===== src/rtl/demux_pkg.sv =====
// rtl/demux_pkg.sv - shared types, defaults and parity helper for the demux8_latch slice
package demux_pkg;

  // Default select width: 3 select bits give 8 outputs.
  localparam int SEL_W_DEF = 3;

  // Frame controller states.
  typedef enum logic [1:0] {
    ST_IDLE = 2'd0,
    ST_SCAN = 2'd1,
    ST_DONE = 2'd2
  } state_e;

  // XOR-reduce a zero-extended vector; 0 means the vector holds an even number of ones.
  function automatic logic even_parity(input logic [63:0] v);
    return ^v;
  endfunction

endpackage


===== src/rtl/demux8_latch_scan_ctr.sv =====
// rtl/demux8_latch_scan_ctr.sv - frame bit counter with clear, enable and terminal-count flag
module scan_ctr #(
  parameter int           W  = 4,
  parameter logic [W-1:0] TC = '1
) (
  input  logic         clk,
  input  logic         rst_n,
  input  logic         clr_i,
  input  logic         en_i,
  output logic [W-1:0] cnt_o,
  output logic         tc_o
);

  logic [W-1:0] cnt_q;

  // Count enabled beats; the beat taken at the terminal count wraps back to zero.
  always_ff @(posedge clk or negedge rst_n) begin
    if (!rst_n) begin
      cnt_q <= '0;
    end else if (clr_i) begin
      cnt_q <= '0;
    end else if (en_i) begin
      cnt_q <= tc_o ? '0 : cnt_q + W'(1);
    end
  end

  assign cnt_o = cnt_q;
  assign tc_o  = (cnt_q == TC);

endmodule


===== src/rtl/demux8_latch.sv =====
// rtl/demux8_latch.sv - clocked 1-to-N demux with output latches; DEMUX8_LATCH_PARITY_EN adds a parity beat
module demux8_latch
  import demux_pkg::*;
#(
  parameter int                   SEL_W   = SEL_W_DEF,
  parameter logic [2**SEL_W-1:0]  RST_VAL = '0
) (
  input  logic                 clk,
  input  logic                 rst_n,
  input  logic                 D,
  input  logic [SEL_W-1:0]     A,
  input  logic                 E_n,
  input  logic                 AUTO,
  input  logic                 START,
  output logic [2**SEL_W-1:0]  Q,
  output logic [2**SEL_W-1:0]  Q_n,
  output logic                 busy,
`ifdef DEMUX8_LATCH_PARITY_EN
  output logic                 parity_err,
`endif
  output logic                 frame_done
);

  localparam int N  = 2**SEL_W;
  localparam int CW = SEL_W + 1;

  // With parity the frame carries one extra beat (index N) holding P.
`ifdef DEMUX8_LATCH_PARITY_EN
  localparam logic [CW-1:0] LAST_BEAT = CW'(N);
`else
  localparam logic [CW-1:0] LAST_BEAT = CW'(N - 1);
`endif

  state_e         state_q;
  logic [N-1:0]   q_q;
  logic [N-1:0]   shadow_q;
  logic [N-1:0]   shadow_d;
  logic           busy_q;
  logic           frame_done_q;
`ifdef DEMUX8_LATCH_PARITY_EN
  logic           parity_err_q;
`endif

  logic [CW-1:0]  cnt;
  logic           last_beat;
  logic           cnt_clr;
  logic           cnt_en;

  assign cnt_clr = (state_q == ST_IDLE) && AUTO && START;
  assign cnt_en  = (state_q == ST_SCAN) && !E_n;

  scan_ctr #(
    .W  (CW),
    .TC (LAST_BEAT)
  ) u_scan_ctr (
    .clk   (clk),
    .rst_n (rst_n),
    .clr_i (cnt_clr),
    .en_i  (cnt_en),
    .cnt_o (cnt),
    .tc_o  (last_beat)
  );

  // Shadow with the current beat merged in, so the final data bit lands in Q on the same edge.
  always_comb begin
    shadow_d = shadow_q;
    if (cnt_en && !cnt[SEL_W]) begin
      shadow_d[cnt[SEL_W-1:0]] = D;
    end
  end

  // Frame FSM together with the output latch array and registered status flags.
  always_ff @(posedge clk or negedge rst_n) begin
    if (!rst_n) begin
      state_q      <= ST_IDLE;
      q_q          <= RST_VAL;
      shadow_q     <= RST_VAL;
      busy_q       <= 1'b0;
      frame_done_q <= 1'b0;
`ifdef DEMUX8_LATCH_PARITY_EN
      parity_err_q <= 1'b0;
`endif
    end else begin
      case (state_q)
        ST_IDLE: begin
          frame_done_q <= 1'b0;
          if (AUTO) begin
            if (START) begin
              state_q <= ST_SCAN;
              busy_q  <= 1'b1;
            end
          end else if (!E_n) begin
            q_q[A] <= D;
          end
        end
        ST_SCAN: begin
          shadow_q <= shadow_d;
          if (cnt_en && last_beat) begin
            q_q          <= shadow_d;
            state_q      <= ST_DONE;
            frame_done_q <= 1'b1;
`ifdef DEMUX8_LATCH_PARITY_EN
            parity_err_q <= even_parity(64'({shadow_q, D}));
`endif
          end
        end
        ST_DONE: begin
          frame_done_q <= 1'b0;
          busy_q       <= 1'b0;
          state_q      <= ST_IDLE;
        end
        default: begin
          state_q      <= ST_IDLE;
          busy_q       <= 1'b0;
          frame_done_q <= 1'b0;
        end
      endcase
    end
  end

  assign Q          = q_q;
  assign Q_n        = ~q_q;
  assign busy       = busy_q;
  assign frame_done = frame_done_q;
`ifdef DEMUX8_LATCH_PARITY_EN
  assign parity_err = parity_err_q;
`endif

endmodule


===== config.mk =====
export PLATFORM = sky130hd
export DESIGN_NAME = demux8_latch
export DESIGN_NICKNAME = d
export VERILOG_FILES = /design/src/rtl/demux_pkg.sv /design/src/rtl/demux8_latch_scan_ctr.sv /design/src/rtl/demux8_latch.sv
export SDC_FILE = /design/constraint.sdc
export NUM_CORES = 1
export LEC_CHECK = 0
export CAP_MARGIN = 10
export CELL_PAD_IN_SITES_DETAIL_PLACEMENT = 0
export CELL_PAD_IN_SITES_GLOBAL_PLACEMENT = 2
export CORE_MARGIN = 8
export CORE_UTILIZATION = 31
export DETAILED_ROUTE_END_ITERATION = 7
export PLACE_DENSITY_LB_ADDON = 0.25
export SLEW_MARGIN = 20
export SYNTH_ARGS = -nofsm -noshare
export SYNTH_HDL_FRONTEND = slang
export SYNTH_SLANG_ARGS = --single-unit

===== constraint.sdc =====
create_clock -name clk -period 2.4 [get_ports clk]
set_input_delay 0.36 -clock clk [delete_from_list [all_inputs] [get_ports clk]]
set_output_delay 0.36 -clock clk [all_outputs]
set_load 0.03 [all_outputs]

==> impl_results.html, run 1 <==
<table>
<tr><th>Metric</th><th>Value</th></tr>
<tr><th colspan="2">Run status</th></tr>
<tr><td>Result of the run</td><td>complete, no violations</td></tr>
<tr><th colspan="2">Logic synthesis</th></tr>
<tr><td>Area fraction in and, or, nand and nor cells after synthesis</td><td>0.2414</td></tr>
<tr><td>Register bit total from synthesis</td><td>24</td></tr>
<tr><td>Post-synth EDFFs</td><td>0</td></tr>
<tr><td>Proportion of synthesized area in mux cells</td><td>0.08276</td></tr>
<tr><td>FFs w/ async S/R, synth</td><td>1.000</td></tr>
<tr><td>Synthesized Nets</td><td>between 150 and 200</td></tr>
<tr><td>Leading post-synthesis cells by instance count</td><td>dfrtp_1, a21oi_1, o21ai_0, nand2_1, nor2_1</td></tr>
<tr><td>Yosys Warn Count</td><td>0</td></tr>
<tr><td>Cell types occupying the most area after synthesis</td><td>dfrtp_1, mux2_2, a21oi_1, o21ai_0, nand2_1</td></tr>
<tr><td>Synth Instances</td><td>161</td></tr>
<tr><td>Average footprint of a synthesized cell</td><td>9.015 sq um</td></tr>
<tr><td>Most common flop cell mapped by yosys</td><td>dfrtp_1</td></tr>
<tr><td>Library cells used by synthesis</td><td>40</td></tr>
<tr><td>Largest family of logic cells by synthesized area</td><td>simple AND/OR/NAND/NOR gates</td></tr>
<tr><td>Top-area cell type share of the netlist area</td><td>0.4138</td></tr>
<tr><td>Post-synthesis sequential area ratio</td><td>0.4138</td></tr>
<tr><td>Xor and xnor fraction of the mapped netlist area</td><td>0.006034</td></tr>
<tr><td>Most frequent cell after synthesis</td><td>dfrtp_1</td></tr>
<tr><td>Adder and majority cell fraction of the synthesized area</td><td>0.008621</td></tr>
<tr><td>Share of the synthesized area in compound gates (AO/OA/AOI/OAI)</td><td>0.1741</td></tr>
<tr><td>Post-synth top area cell</td><td>dfrtp_1</td></tr>
<tr><td>Combined area of all synthesized cells</td><td>1451 sq um</td></tr>
<tr><th colspan="2">GRT</th></tr>
<tr><td>Tot GR Track Use</td><td>0.1128</td></tr>
<tr><td>Grt ovf</td><td>0</td></tr>
<tr><td>Largest net degree at the start of global routing</td><td>25</td></tr>
<tr><td>First-pass GRT wire length</td><td>6596 um</td></tr>
<tr><td>Number of antenna violations at the first check in global routing</td><td>0</td></tr>
<tr><td>Via count of the first global-routing pass</td><td>1,274</td></tr>
<tr><th colspan="2">Timing</th></tr>
<tr><td>Post-layout min period</td><td>2.020 ns</td></tr>
<tr><td>Unrepaired setup endpoints after global routing</td><td>no</td></tr>
<tr><td>Slew HR</td><td>0.7111</td></tr>
<tr><td>Slew at the pin closest to its max-slew limit</td><td>0.4334 ns</td></tr>
<tr><td>Final cycle utilization of the critical path</td><td>0.8418</td></tr>
<tr><td>Summed negative setup slack over all endpoints</td><td>0 ns</td></tr>
<tr><td>Final count of negative-setup-slack endpoints</td><td>0</td></tr>
<tr><td>Clock tree skew after final layout</td><td>0.002504 ns</td></tr>
<tr><td>Timing-limited maximum frequency</td><td>495.0 MHz</td></tr>
<tr><td>Endpoints failing hold</td><td>0</td></tr>
<tr><td>Max Transition Viols Final</td><td>0</td></tr>
<tr><td>Worst hold slack across all endpoints</td><td>0.4525 ns</td></tr>
<tr><th colspan="2">Floorplan</th></tr>
<tr><td>Io pins</td><td>27</td></tr>
<tr><td>FP Rows</td><td>25</td></tr>
<tr><td>Vertical die dimension</td><td>84.43 um</td></tr>
<tr><td>Initial cell density of the core</td><td>0.3135</td></tr>
<tr><td>Overall die area</td><td>7128 sq um</td></tr>
<tr><td>Horizontal die dimension</td><td>84.43 um</td></tr>
<tr><td>Area of the core</td><td>4629 sq um</td></tr>
<tr><th colspan="2">Clocking</th></tr>
<tr><td>Clock net sink count</td><td>24</td></tr>
<tr><td>Number of buffers inserted to repair setup after CTS</td><td>0</td></tr>
<tr><td>Reg clk slew, reported paths</td><td>approximately 0.09 ns</td></tr>
<tr><td>Buffer depth of the longest clock path</td><td>2</td></tr>
<tr><td>Clock H-tree levels</td><td>1</td></tr>
<tr><td>Clock buffer count from CTS</td><td>3</td></tr>
<tr><td>CTS resizes</td><td>0</td></tr>
<tr><td>Clock latency of the later-clocked register in the worst-skew pair</td><td>0.27 ns</td></tr>
<tr><td>Buffer type at the clock tree root</td><td>clkbuf_8</td></tr>
<tr><td>Hold-fix buffer count after cts</td><td>0</td></tr>
<tr><td>TritonCTS clock tree</td><td>done</td></tr>
<tr><th colspan="2">Final layout</th></tr>
<tr><td>Post-layout instance count excluding filler cells</td><td>245</td></tr>
<tr><td>Syn-to-layout area delta</td><td>28.36%</td></tr>
<tr><td>Final-layout fill cell count</td><td>457</td></tr>
<tr><td>Design Area, Final</td><td>1863 sq um</td></tr>
<tr><td>Register area</td><td>around 600 sq um</td></tr>
<tr><td>Proportion of layout cells with a drive suffix above 1</td><td>0.1623</td></tr>
<tr><td>Net total in the final layout</td><td>202</td></tr>
<tr><td>Antenna fix cells</td><td>0</td></tr>
<tr><td>Area taken by multi-input logic gates</td><td>approximately 740 sq um</td></tr>
<tr><th colspan="2">Route</th></tr>
<tr><td>Via density per instance</td><td>about 5.2</td></tr>
<tr><td>Detailed-route wire length</td><td>3763 um</td></tr>
<tr><td>Vias post-DR</td><td>1,277</td></tr>
<tr><td>Initial drt markers</td><td>62</td></tr>
<tr><td>Average routed wire per standard cell</td><td>15.36 um</td></tr>
<tr><td>Number of design rule violations left after detail routing</td><td>0</td></tr>
<tr><td>Post-DRT Antenna Nets</td><td>0</td></tr>
<tr><td>1st-pass router iterations</td><td>4</td></tr>
<tr><th colspan="2">Placed design</th></tr>
<tr><td>Post-detailed-placement half-perimeter wirelength</td><td>2758 um</td></tr>
<tr><td>Total placed instance area</td><td>1808 sq um</td></tr>
<tr><td>Routability-driven placement congestion ratio</td><td>~0.78</td></tr>
<tr><td>Cell Count Post-Placement</td><td>between 200 and 250</td></tr>
<tr><td>Input/output buffers</td><td>26</td></tr>
<tr><th colspan="2">Power</th></tr>
<tr><td>Overall power after layout</td><td>0.002425 W</td></tr>
<tr><td>VDD IR-drop max</td><td>around 0.36 mV</td></tr>
<tr><td>Leakage component of the power</td><td>about 0.79 nW</td></tr>
<tr><td>Combinational Power Share</td><td>0.583</td></tr>
<tr><td>Switching portion of total power</td><td>0.4458</td></tr>
<tr><td>NetSw</td><td>0.001081 W</td></tr>
<tr><td>Internal cell power</td><td>0.001344 W</td></tr>
<tr><td>Power Dens Cells</td><td>1302 nW/um^2</td></tr>
<tr><td>Share of total power in sequential cells</td><td>0.302</td></tr>
<tr><td>Part of the power in the clock network</td><td>0.115</td></tr>
<tr><th colspan="2">Worst hold path</th></tr>
<tr><td>Hold WC Path Type</td><td>input pin to async pin</td></tr>
<tr><th colspan="2">Critical path</th></tr>
<tr><td>Highest net fanout along the worst path</td><td>12</td></tr>
<tr><td>Classification of the worst setup path</td><td>input pin to register</td></tr>
<tr><td>Required arrival time at the worst endpoint</td><td>2.57 ns</td></tr>
<tr><td>Worst Setup Start Kind</td><td>input pin</td></tr>
<tr><td>Setup crit end kind</td><td>register</td></tr>
<tr><td>Data arrival time of the critical path</td><td>2.19 ns</td></tr>
<tr><th colspan="2">Job</th></tr>
<tr><td>Number of maximum-capacitance violations</td><td>0</td></tr>
</table>
==> layout by cell type, fill, tap and decap left out, types with 2 or more instances in the layout <==
cell type and n:
nand3_1 3, nor4b_1 2, o21a_1 2, nor3_1 5, and3_1 4, inv_1 10
a31oi_1 4, clkdlybuf4s50_1 26, o22a_2 3, buf_4 13, o41ai_1 2, dfrtp_1 24
nand2_1 11, a21oi_1 14, mux2_2 8, nand2b_1 3, nor3b_1 2, o21ai_0 12
clkbuf_8 4, mux2i_1 3, nor4_1 4, nand3b_1 4, nor2_1 11
==> worst max-delay path: stages <==
cell and delay (ns):
clkdlybuf4s50_1 0.61, buf_4 0.24, o41a_1 0.56, a211o_1 0.27, and3_1 0.14
==> logic make-up after synthesis <==
group | count (synthesis)
and+or+nand+nor | 60
AOI/OAI and AO/OA | 41
DFF | 24
buffers and inverters | 23
muxes | 11
xor gates and xnor gates | 1
adders and majority gates | 1
==> power groups by stage <==
stage          combinational, W  clock, W  sequential [W]
2_1_floorplan          0.000794         0        0.000841
3_3_place_gp            0.00142         0        0.000736
3_5_place_dp            0.00142         0        0.000738
4_1_cts                 0.00142  0.000290        0.000731
5_1_grt                 0.00154  0.000303        0.000764
6_report                0.00141  0.000279        0.000733
==> area by class of cell <==
cell class                      count  area share
Clock buffer                        4     0.02955
Inverter                           10     0.02015
Tap cell                           54     0.03627
Sequential cell                    24      0.3224
Multi-Input combinational cell    114      0.3996
Timing Repair Buffer               39      0.1921
==> metal layers <==
metal / global-route usage / routed length (um) / vias to the layer above
met5: 0 / 0 / -
met4: 0.04369 / 51 / 0
met3: 0.02537 / 204 / 4
met2: 0.1769 / 1671 / 27
met1: 0.1461 / 1836 / 603
li1: - / - / 643
==> state kept, by name (all words and copies together) (netlist names) <==
name,count
state_q,2
shadow_q,8
frame_done,1
Q,8
u_scan_ctr.cnt_o,4
busy,1
==> stage by stage <==
stage               utilization  setup slack [ns]
global placement         0.3905            0.1141
detailed placement       0.3905           0.09566
global route             0.4024            0.2813
CTS                      0.4024            0.3846
floorplan                     -            0.7285
finish                   0.4024            0.3797
==> worst paths after layout <==
check                             endpoint  slack [ns]        from  cells past startpoint
min in group clk                frame_done        0.49  frame_done                      1
worst max-delay path                  Q[6]        0.38         E_n                      5
max in group asynchronous             Q[1]        1.71       rst_n                      2
worst max register to register        Q[6]        0.56  state_q[1]                      4
worst min-delay path            state_q[0]        0.45       rst_n                      2
worst min register to register  frame_done        0.49  frame_done                      1
No activity file was read; power rests on OpenSTA's default activity.
==> run 2: changes to the inputs <==
CORE_UTILIZATION = 28   (was 31)
clock period = 1.8 ns   (was 2.4 ns; I/O delays follow)
==> impl_results.html, run 2 (synthesis results as in run 1) <==
<table>
<tr><th>Metric</th><th>Value</th></tr>
<tr><th colspan="2">Run status</th></tr>
<tr><td>Result of the run</td><td>complete, no violations</td></tr>
<tr><th colspan="2">Route</th></tr>
<tr><td>1st-pass router iterations</td><td>4 (unchanged)</td></tr>
<tr><td>Post-DRT Antenna Nets</td><td>0 (unchanged)</td></tr>
<tr><td>Vias post-DR</td><td>1,352 (+5.9%)</td></tr>
<tr><td>Initial drt markers</td><td>68 (+9.7%)</td></tr>
<tr><td>Number of design rule violations left after detail routing</td><td>0 (unchanged)</td></tr>
<tr><td>Average routed wire per standard cell</td><td>14.10 um (-8.2%)</td></tr>
<tr><td>Detailed-route wire length</td><td>3905 um (+3.8%)</td></tr>
<tr><td>Via density per instance</td><td>4.881 (-6.4%)</td></tr>
<tr><th colspan="2">Power</th></tr>
<tr><td>VDD IR-drop max</td><td>0.6859 mV (+89%)</td></tr>
<tr><td>Switching portion of total power</td><td>0.4246 (-0.02122)</td></tr>
<tr><td>Combinational Power Share</td><td>0.577 (-0.006)</td></tr>
<tr><td>Leakage component of the power</td><td>0.8906 nW (+12%)</td></tr>
<tr><td>Share of total power in sequential cells</td><td>0.285 (-0.017)</td></tr>
<tr><td>Part of the power in the clock network</td><td>0.139 (+0.024)</td></tr>
<tr><td>Internal cell power</td><td>0.001976 W (+47%)</td></tr>
<tr><td>Power Dens Cells</td><td>1674 nW/um^2 (+29%)</td></tr>
<tr><td>NetSw</td><td>0.001459 W (+35%)</td></tr>
<tr><th colspan="2">Placed design</th></tr>
<tr><td>Routability-driven placement congestion ratio</td><td>0.8151 (+5.1%)</td></tr>
<tr><td>Post-detailed-placement half-perimeter wirelength</td><td>3103 um (+13%)</td></tr>
<tr><td>Cell Count Post-Placement</td><td>272 (+13%)</td></tr>
<tr><td>Input/output buffers</td><td>26 (unchanged)</td></tr>
<tr><th colspan="2">Timing</th></tr>
<tr><td>Slew HR</td><td>0.6872 (-0.02388)</td></tr>
<tr><td>Endpoints failing hold</td><td>0 (unchanged)</td></tr>
<tr><td>Max Transition Viols Final</td><td>0 (unchanged)</td></tr>
<tr><td>Final count of negative-setup-slack endpoints</td><td>0 (unchanged)</td></tr>
<tr><td>Unrepaired setup endpoints after global routing</td><td>no</td></tr>
<tr><td>Timing-limited maximum frequency</td><td>592.1 MHz</td></tr>
<tr><td>Slew at the pin closest to its max-slew limit</td><td>0.4641 ns (+0.03075 ns)</td></tr>
<tr><td>Summed negative setup slack over all endpoints</td><td>0 ns (unchanged)</td></tr>
<tr><td>Worst hold slack across all endpoints</td><td>0.3526 ns (-0.09986 ns)</td></tr>
<tr><td>Post-layout min period</td><td>1.689 ns</td></tr>
<tr><td>Clock tree skew after final layout</td><td>0.005899 ns (+0.003394 ns)</td></tr>
<tr><td>Final cycle utilization of the critical path</td><td>0.9383</td></tr>
<tr><th colspan="2">Final layout</th></tr>
<tr><td>Most frequent standard cell in the layout excluding fill and tap cells</td><td>buf_4</td></tr>
<tr><td>Final core utilization</td><td>0.4069 (+0.004516)</td></tr>
<tr><td>Post-layout instance count excluding filler cells</td><td>277 (+13%)</td></tr>
<tr><td>Net total in the final layout</td><td>218 (+7.9%)</td></tr>
<tr><td>Most frequent cells in the layout</td><td>buf_4, clkdlybuf4s50_1, dfrtp_1</td></tr>
<tr><td>Antenna fix cells</td><td>0 (unchanged)</td></tr>
<tr><td>Final-layout fill cell count</td><td>512 (+12%)</td></tr>
<tr><td>Proportion of layout cells with a drive suffix above 1</td><td>0.2560 (+0.09373)</td></tr>
<tr><td>Syn-to-layout area delta</td><td>41.38%</td></tr>
<tr><th colspan="2">GRT</th></tr>
<tr><td>Number of antenna violations at the first check in global routing</td><td>0 (unchanged)</td></tr>
<tr><td>Largest net degree at the start of global routing</td><td>25 (unchanged)</td></tr>
<tr><td>Grt ovf</td><td>0 (unchanged)</td></tr>
<tr><td>Tot GR Track Use</td><td>0.1102 (-0.002586)</td></tr>
<tr><td>First-pass GRT wire length</td><td>6672 um (+1.2%)</td></tr>
<tr><td>Via count of the first global-routing pass</td><td>1,415 (+11%)</td></tr>
<tr><th colspan="2">Floorplan</th></tr>
<tr><td>Overall die area</td><td>7743 sq um (+8.6%)</td></tr>
<tr><td>Io pins</td><td>27 (unchanged)</td></tr>
<tr><td>FP Rows</td><td>26 (+4.0%)</td></tr>
<tr><td>Vertical die dimension</td><td>88.00 um (+4.2%)</td></tr>
<tr><td>Area of the core</td><td>5042 sq um (+8.9%)</td></tr>
<tr><td>Horizontal die dimension</td><td>88.00 um (+4.2%)</td></tr>
<tr><td>Initial cell density of the core</td><td>0.2878 (-0.02567)</td></tr>
<tr><th colspan="2">Clocking</th></tr>
<tr><td>Clock buffer count from CTS</td><td>3 (unchanged)</td></tr>
<tr><td>TritonCTS clock tree</td><td>done</td></tr>
<tr><td>Buffer depth of the longest clock path</td><td>2 (unchanged)</td></tr>
<tr><td>Clock H-tree levels</td><td>1 (unchanged)</td></tr>
<tr><td>Clock latency of the later-clocked register in the worst-skew pair</td><td>0.27 ns (about the same)</td></tr>
<tr><td>Reg clk slew, reported paths</td><td>0.09 ns (about the same)</td></tr>
<tr><td>Clock net sink count</td><td>24 (unchanged)</td></tr>
<tr><td>Buffer type at the clock tree root</td><td>clkbuf_8</td></tr>
<tr><th colspan="2">Job</th></tr>
<tr><td>Number of maximum-capacitance violations</td><td>0 (unchanged)</td></tr>
<tr><th colspan="2">Critical path</th></tr>
<tr><td>Data arrival time of the critical path</td><td>1.85 ns (-0.34 ns)</td></tr>
<tr><td>Highest net fanout along the worst path</td><td>6 (-6)</td></tr>
<tr><td>Worst Setup Start Kind</td><td>register</td></tr>
<tr><td>Setup crit end kind</td><td>register</td></tr>
<tr><td>Worst setup slack for register-to-register paths</td><td>0.11 ns (-0.45 ns)</td></tr>
<tr><td>Required arrival time at the worst endpoint</td><td>1.96 ns (-0.61 ns)</td></tr>
<tr><td>Classification of the worst setup path</td><td>register to register</td></tr>
<tr><th colspan="2">Worst hold path</th></tr>
<tr><td>Hold WC Path Type</td><td>input pin to async pin</td></tr>
</table>
[run 2: cell count changes in the layout (fill, tap and decap cells not counted), sizes merged]
cell / previous run / this run
buf: 13 / 29
bufinv: 0 / 1
clkbuf: 4 / 3
clkdlybuf4s50: 26 / 25
dlymetal6s2s: 0 / 1
[run 2: critical path, cell delays in order, from the launching register on]
cell	delay, ns
dfrtp_2	0.45
or4_4	0.53
o41a_1	0.20
buf_4	0.18
o22a_2	0.23
[run 2: repair_timing]
item	CTS	global route
hold buffers	0	0
endpoints found under the setup margin	3	14
setup buffers	0	1
gates resized for setup	1	7
[run 2: cell type report]
cell class	count	area, sq um	area share
clock buffers	3	41.29	0.02012
clock inverters	1	30.03	0.01463
inverters	10	37.54	0.01829
multi-input cells	114	772.0	0.3762
flip-flops and latches	24	603.1	0.2939
well taps	70	87.58	0.04268
repair buffers	55	480.5	0.2341
[run 2: layer usage]
| metal | share of wire | wire length [um] | GRT usage | vias to the layer above |
|---|---|---|---|---|
| met3 | 0.060 | 234 | 0.02251 | 2 |
| met4 | 0.0054 | 21 | 0.02813 | 0 |
| met1 | 0.43 | 1664 | 0.1323 | 651 |
| li1 | - | - | - | 671 |
| met2 | 0.51 | 1984 | 0.1936 | 28 |
| met5 | 0 | 0 | 0 | - |
[run 2: path summary, 6_finish.rpt]
check,startpoint,to,cells past startpoint
min in group clk,frame_done,frame_done,1
max,state_q[0],Q[3],4
min reg2reg,frame_done,frame_done,1
max reg2reg,state_q[0],Q[3],4
min,rst_n,Q[4],2
max in group asynchronous,rst_n,u_scan_ctr.cnt_o[0],2
[run 2: through the flow]
step | worst slack, ns | instance area, sq um | total power, W
3_5_place_dp | -0.4021 | 1941 | 0.002948
5_1_grt | 0.008703 | 2052 | 0.003706
4_1_cts | 0.005775 | 2019 | 0.003453
2_1_floorplan | 0.1285 | 1451 | 0.002180
3_3_place_gp | -0.2779 | 1941 | 0.002930
6_report | 0.1111 | 2052 | 0.003435
[run 2: power by group through the flow]
stage | Sequential (W) | Combinational (W) | Clock, W
6_report | 0.000978 | 0.00198 | 0.000477
5_1_grt | 0.00102 | 0.00217 | 0.000521
4_1_cts | 0.000963 | 0.00199 | 0.000503
3_5_place_dp | 0.000975 | 0.00197 | 0
3_3_place_gp | 0.000969 | 0.00196 | 0
2_1_floorplan | 0.00112 | 0.00106 | 0
